$ cat src/rtl/inst_fetch_unit.sv
// Sequential instruction fetch with a small response FIFO that pre-classifies each word for the immediate decoder.
// Optional build macro ILLEGAL_INST_EN adds the registered illegal_inst flag per buffered entry.
module inst_fetch_unit #(
    parameter logic [31:0] RESET_PC   = 32'h0000_0000,
    parameter int          FIFO_DEPTH = 4
) (
    input  logic        clk,
    input  logic        rst_n,
    output logic        imem_req,
    output logic [31:0] imem_addr,
    input  logic        imem_ready,
    input  logic        imem_rvalid,
    input  logic [31:0] imem_rdata,
    input  logic        redirect,
    input  logic [31:0] redirect_pc,
    output logic        inst_valid,
    input  logic        inst_ready,
    output logic [31:0] inst,
    output logic [31:0] inst_pc,
    output logic [2:0]  InstFormat,
    output logic        sign_ext
`ifdef ILLEGAL_INST_EN
    ,
    output logic        illegal_inst
`endif
);

    localparam int PW = $clog2(FIFO_DEPTH);
    localparam int CW = PW + 1;

    typedef enum logic [2:0] {
        FMT_R  = 3'd0,
        FMT_I  = 3'd1,
        FMT_S  = 3'd2,
        FMT_SB = 3'd3,
        FMT_U  = 3'd4,
        FMT_UJ = 3'd5
    } fmt_e;

    typedef struct packed {
        logic [2:0] fmt;
        logic       sext;
    } cls_t;

    // Unknown opcodes fall back to R with no sign extension.
    function automatic cls_t classify(input logic [31:0] w);
        cls_t c;
        c.fmt  = FMT_R;
        c.sext = 1'b1;
        case (w[6:0])
            7'b0110011:                         c.sext = 1'b0;
            7'b0010011, 7'b0000011, 7'b1100111: c.fmt  = FMT_I;
            7'b1110011: begin
                c.fmt  = FMT_I;
                c.sext = 1'b0;
            end
            7'b0100011:                         c.fmt  = FMT_S;
            7'b1100011:                         c.fmt  = FMT_SB;
            7'b0110111, 7'b0010111:             c.fmt  = FMT_U;
            7'b1101111:                         c.fmt  = FMT_UJ;
            default:                            c.sext = 1'b0;
        endcase
        return c;
    endfunction

`ifdef ILLEGAL_INST_EN
    function automatic logic is_illegal(input logic [31:0] w);
        logic ill;
        case (w[6:0])
            7'b0110011, 7'b0010011, 7'b0000011, 7'b1100111, 7'b1110011,
            7'b0100011, 7'b1100011, 7'b0110111, 7'b0010111, 7'b1101111: ill = 1'b0;
            default: ill = 1'b1;
        endcase
        if (w[1:0] != 2'b11) ill = 1'b1;
        return ill;
    endfunction
`endif

    logic          r_started;
    logic [31:0]   r_fetch_pc;
    logic [31:0]   r_resp_pc;
    logic [CW-1:0] r_outstanding;
    logic [CW-1:0] r_drop_cnt;
    logic [PW-1:0] r_rd_ptr;
    logic [PW-1:0] r_wr_ptr;
    logic [CW-1:0] r_count;

    logic [31:0]   r_mem_inst [FIFO_DEPTH];
    logic [31:0]   r_mem_pc   [FIFO_DEPTH];
    logic [2:0]    r_mem_fmt  [FIFO_DEPTH];
    logic          r_mem_sext [FIFO_DEPTH];
`ifdef ILLEGAL_INST_EN
    logic          r_mem_ill  [FIFO_DEPTH];
`endif

    logic          w_empty;
    logic          w_pop;
    logic          w_accept;
    logic          w_resp;
    logic          w_push;
    logic [CW:0]   w_level;
    logic [31:0]   w_redir_pc;
    cls_t          w_cls;

    assign w_empty    = (r_count == '0);
    assign inst_valid = !w_empty && !redirect;
    assign w_pop      = inst_valid && inst_ready;

    // Requests in flight plus buffered words never exceed the FIFO, so a push always has room.
    assign w_level  = {1'b0, r_outstanding} + {1'b0, r_count} - (CW + 1)'(w_pop);
    assign imem_req = r_started && !redirect && (w_level < (CW + 1)'(FIFO_DEPTH));
    assign imem_addr = r_fetch_pc;
    assign w_accept = imem_req && imem_ready;

    assign w_resp     = imem_rvalid && (r_outstanding != '0);
    assign w_push     = w_resp && (r_drop_cnt == '0) && !redirect;
    assign w_redir_pc = {redirect_pc[31:2], 2'b00};
    assign w_cls      = classify(imem_rdata);

    always_ff @(posedge clk) begin
        if (!rst_n) begin
            r_started     <= 1'b0;
            r_fetch_pc    <= RESET_PC;
            r_resp_pc     <= RESET_PC;
            r_outstanding <= '0;
            r_drop_cnt    <= '0;
            r_rd_ptr      <= '0;
            r_wr_ptr      <= '0;
            r_count       <= '0;
        end else begin
            r_started <= 1'b1;
            if (redirect) begin
                // Everything still in flight is stale; a response landing now is already dropped.
                r_fetch_pc    <= w_redir_pc;
                r_resp_pc     <= w_redir_pc;
                r_outstanding <= r_outstanding - CW'(w_resp);
                r_drop_cnt    <= r_outstanding - CW'(w_resp);
                r_rd_ptr      <= '0;
                r_wr_ptr      <= '0;
                r_count       <= '0;
            end else begin
                if (w_accept) r_fetch_pc <= r_fetch_pc + 32'd4;
                r_outstanding <= r_outstanding + CW'(w_accept) - CW'(w_resp);
                if (w_resp && (r_drop_cnt != '0)) r_drop_cnt <= r_drop_cnt - CW'(1);
                if (w_push) begin
                    r_resp_pc <= r_resp_pc + 32'd4;
                    r_wr_ptr  <= r_wr_ptr + PW'(1);
                end
                if (w_pop) r_rd_ptr <= r_rd_ptr + PW'(1);
                r_count <= r_count + CW'(w_push) - CW'(w_pop);
            end
        end
    end

    always_ff @(posedge clk) begin
        if (w_push) begin
            r_mem_inst[r_wr_ptr] <= imem_rdata;
            r_mem_pc[r_wr_ptr]   <= r_resp_pc;
            r_mem_fmt[r_wr_ptr]  <= w_cls.fmt;
            r_mem_sext[r_wr_ptr] <= w_cls.sext;
`ifdef ILLEGAL_INST_EN
            r_mem_ill[r_wr_ptr]  <= is_illegal(imem_rdata);
`endif
        end
    end

    // Head fields read as zero while the buffer is empty, which also covers the reset state.
    always_comb begin
        inst       = '0;
        inst_pc    = '0;
        InstFormat = '0;
        sign_ext   = 1'b0;
        if (!w_empty) begin
            inst       = r_mem_inst[r_rd_ptr];
            inst_pc    = r_mem_pc[r_rd_ptr];
            InstFormat = r_mem_fmt[r_rd_ptr];
            sign_ext   = r_mem_sext[r_rd_ptr];
        end
    end

`ifdef ILLEGAL_INST_EN
    assign illegal_inst = w_empty ? 1'b0 : r_mem_ill[r_rd_ptr];
`endif

endmodule

$ cat config.mk
export PLATFORM = sky130hd
export DESIGN_NAME = inst_fetch_unit
export DESIGN_NICKNAME = d
export VERILOG_FILES = /design/src/rtl/inst_fetch_unit.sv
export SDC_FILE = /design/constraint.sdc
export NUM_CORES = 1
export LEC_CHECK = 0
export ABC_AREA = 1
export BUFFER_PORTS_ARGS = -buffer_cell sky130_fd_sc_hd__buf_4
export CAP_MARGIN = 20
export CORE_MARGIN = 2
export CORE_UTILIZATION = 40
export DETAILED_ROUTE_END_ITERATION = 12
export GPL_TIMING_DRIVEN = 0
export PLACE_DENSITY_LB_ADDON = 0.3
export SYNTH_ARGS = -nofsm -noshare
export SYNTH_HDL_FRONTEND = slang
export SYNTH_SLANG_ARGS = --single-unit
export TNS_END_PERCENT = 30
$ cat constraint.sdc
create_clock -name clk -period 10.69 [get_ports clk]
set_clock_uncertainty 0.15 [all_clocks]
set_input_delay 2.138 -clock clk [delete_from_list [all_inputs] [get_ports clk]]
set_output_delay 2.138 -clock clk [all_outputs]
set_load 0.005 [all_outputs]
==> impl_metrics.tcl <==
set metrics [dict create \
    drc 0 \
    pre_antenna_drt_iters 5 \
    final-hold-violation-count 0 \
    power.static_leakage_uw 0.00703 \
    path_class "in2out" \
    final-max-slew-violation-count 0 \
    die-width_um 200 \
    post_route_minimum_period_ns 5.84 \
    critical_path_arrival_ns 3.55 \
    first_global_vias 11400 \
    maxCapViolations 0 \
    hold_class "reg2reg" \
    pin_slew_with_the_least_headroom_to_its_limit_ns 0.710 \
    overflow 0 \
    layout-drive-gt1-share 0.138 \
    routed_wl_mm 42.5 \
    timing.final.setup_violations 0 \
    grt_start_max_net_pins 30 \
    synth.area.top_cells "sky130_fd_sc_hd__edfxtp_1, sky130_fd_sc_hd__dfxtp_1, sky130_fd_sc_hd__nor2_1" \
    rsz0062_at_grt "false" \
    clock_power_share 0.392 \
    n_antenna_cell 0 \
    final_net_count 1917 \
    num_rows 71 \
    post_drt_wl_per_cell_um 17.9 \
    growth_of_design_area_from_synthesis_to_finish_pct 21.0 \
    finalInstanceArea_um2 18500 \
    tritoncts.num_buffers 36 \
    post_synth_most_frequent_cells "sky130_fd_sc_hd__nor2_1, sky130_fd_sc_hd__edfxtp_1, sky130_fd_sc_hd__nand2_1" \
    drt_iter0_drc 757 \
    cts_tree "built" \
    fraction_of_power_consumed_by_combinational_cells 0.112 \
    run_status "completed" \
    timing.reg2reg.worst_path_depth 19 \
    timing.critical_path.from_type "input pin" \
    final.period_utilization 0.546 \
    io_buffers 165 \
    tns_ns 0 \
    yosysTopAreaCell "sky130_fd_sc_hd__edfxtp_1" \
    power.density_nw_per_um2 166 \
    path_max_fanout 4 \
    hold_depth 1 \
    grt.total_usage 0.210 \
    ioPinCount 172 \
    cts.reportedPaths.clkPinSlew_ns 0.06 \
    cts-hold-fix-buffers 0 \
    clock_sinks 340 \
    cp.required_ns 8.40 \
    synth_ff_type "sky130_fd_sc_hd__edfxtp_1" \
    cts_repair_resize_count 0 \
    design.core.area_um2 37700 \
    ir_drop_mv 0.106 \
    clock.fmax_mhz 171 \
    yosys.cell_count.top_type "sky130_fd_sc_hd__nor2_1" \
    dpl.hpwl_mm 29.9 \
    die_h_um 200 \
    switching_share 0.249 \
    syn_area_per_cell_um2 9.50 \
    netlist_area_um2 15300 \
    timing.slew.headroom 0.527 \
    critical_path.endpoint_type "primary output" \
    p_sw_uw 767 \
    gate_count_of_the_mapped_netlist 1614 \
    dpl_cell_area_um2 17400 \
    grt_antenna_before_repair 0 \
    cts_max_path_bufs 3 \
    drt-vias-per-instance 5.12 \
    yosys.cell_types.count 38 \
    insertion_delay_ns 0.52 \
    design.die.area_um2 39900 \
    intPower_uw 2320 \
    sequential_group_share_of_total_power 0.497 \
    num_vias 12100 \
    ant_nets 0 \
    post-cts-setup-buffers 0 \
    yosysWarnings 0 \
    yosys.area.top_type_share 0.517 \
    clock_tree_root_driver_cell "sky130_fd_sc_hd__clkbuf_16" \
    synth.ff_latch_count 340 \
    async_set_or_reset_flop_fraction_in_the_synthesized_netlist 0 \
    global_route_wire_length_before_repair_mm 64.2 \
    synth-edff-count 264 \
    htree_num_levels 2 \
    routabilityCongestion 0.927 \
    starting_density 0.407 \
    synth_seq_area_share 0.617 \
]
final timing paths:
path / from / to / slack, ns
max: redirect / imem_req / 4.85
min reg2reg: r_rd_ptr[1]$_SDFFE_PP0P_ / r_rd_ptr[1]$_SDFFE_PP0P_ / 0.35
max reg2reg: r_outstanding[2]$_SDFF_PN0_ / r_outstanding[2]$_SDFF_PN0_ / 6.91
min: r_rd_ptr[1]$_SDFFE_PP0P_ / r_rd_ptr[1]$_SDFFE_PP0P_ / 0.35
final cells by class:
cell class | count | area [um2]
buffer | 84 | 355
sequential | 340 | 9450
tap | 511 | 639
timing repair buffer | 173 | 1400
clock inverter | 19 | 150
clock buffer | 47 | 983
multi-input combinational | 1096 | 5200
fill | 3536 | 19100
inverter | 97 | 364
routing by layer:
layer | wire length (um) | GRT usage | vias to the layer above
met5 | 0 | 0 | -
met4 | 1040 | 0.0623 | 0
met3 | 2970 | 0.0313 | 64
met2 | 19900 | 0.347 | 449
met1 | 18500 | 0.288 | 5722
li1 | - | - | 5895
state kept, by name (all words and copies together), names as in the netlist, named ones only:
| signal | flops |
|---|---|
| r_mem_pc | 120 |
| r_wr_ptr | 2 |
| r_count | 3 |
| imem_addr | 30 |
| r_drop_cnt | 3 |
| r_started | 1 |
| r_mem_inst | 128 |
| r_mem_sext | 4 |
| r_outstanding | 3 |
| r_mem_fmt | 12 |
| r_rd_ptr | 2 |
| r_resp_pc | 30 |
power by group through the flow:
stage | Clock [uW] | Combinational, uW | Sequential, uW
final | 1210 | 344 | 1530
after CTS | 1230 | 345 | 1530
after global placement | 0 | 328 | 1560
after global routing | 1280 | 390 | 1540
after detailed placement | 0 | 343 | 1560
after floorplan | 0 | 207 | 1540
through the flow:
stage | worst slack [ns] | instances | power [uW] | utilization | hold slack, ns
finish | 4.85 | 2367 | 3080 | 0.492 | 0.346
global route | 4.71 | 2367 | 3210 | 0.492 | 0.372
CTS | 4.84 | 2367 | 3100 | 0.492 | 0.343
detailed placement | 4.84 | 2301 | 1900 | 0.462 | 0.330
global placement | 1.83 | 2293 | 1890 | 0.457 | 0.326
floorplan | 4.39 | 1617 | 1750 | - | 0.306
placed cells by master, fill, tap and decap left out, types with 37 or more instances in the layout:
master / n
sky130_fd_sc_hd__dfxtp_1: 76
sky130_fd_sc_hd__clkbuf_16: 37
sky130_fd_sc_hd__buf_4: 169
sky130_fd_sc_hd__edfxtp_1: 264
sky130_fd_sc_hd__nand2_1: 234
sky130_fd_sc_hd__clkbuf_1: 70
sky130_fd_sc_hd__a21oi_1: 94
sky130_fd_sc_hd__o21ai_0: 165
sky130_fd_sc_hd__nor2_1: 380
sky130_fd_sc_hd__nand3_1: 47
sky130_fd_sc_hd__inv_1: 96
kinds of logic (layout without fill, tap and decap cells):
kind of cell / after synthesis / after routing / synth area share
AO/OA/AOI/OAI: 292 / 292 / 0.0993
XOR/XNOR: 40 / 40 / 0.0229
adder cells (fa/ha/maj): 19 / 19 / 0.0165
buffers and inverters: 181 / 420 / 0.0469
flip-flops: 340 / 340 / 0.617
other: 1 / 4 / 0.000245
AND/OR/NAND/NOR: 741 / 741 / 0.198
critical path, cell delays in order:
cell	delay [ns]
sky130_fd_sc_hd__buf_4	0.11
sky130_fd_sc_hd__inv_1	0.15
sky130_fd_sc_hd__nand4_2	0.13
sky130_fd_sc_hd__ha_1	0.31
sky130_fd_sc_hd__nand2_1	0.07
sky130_fd_sc_hd__inv_1	0.04
sky130_fd_sc_hd__nand3_1	0.09
sky130_fd_sc_hd__nand2_1	0.07
sky130_fd_sc_hd__nand2_1	0.06
sky130_fd_sc_hd__nand2_1	0.06
sky130_fd_sc_hd__nor3_1	0.17
sky130_fd_sc_hd__buf_4	0.14
No activity file was read; power rests on OpenSTA's default activity.
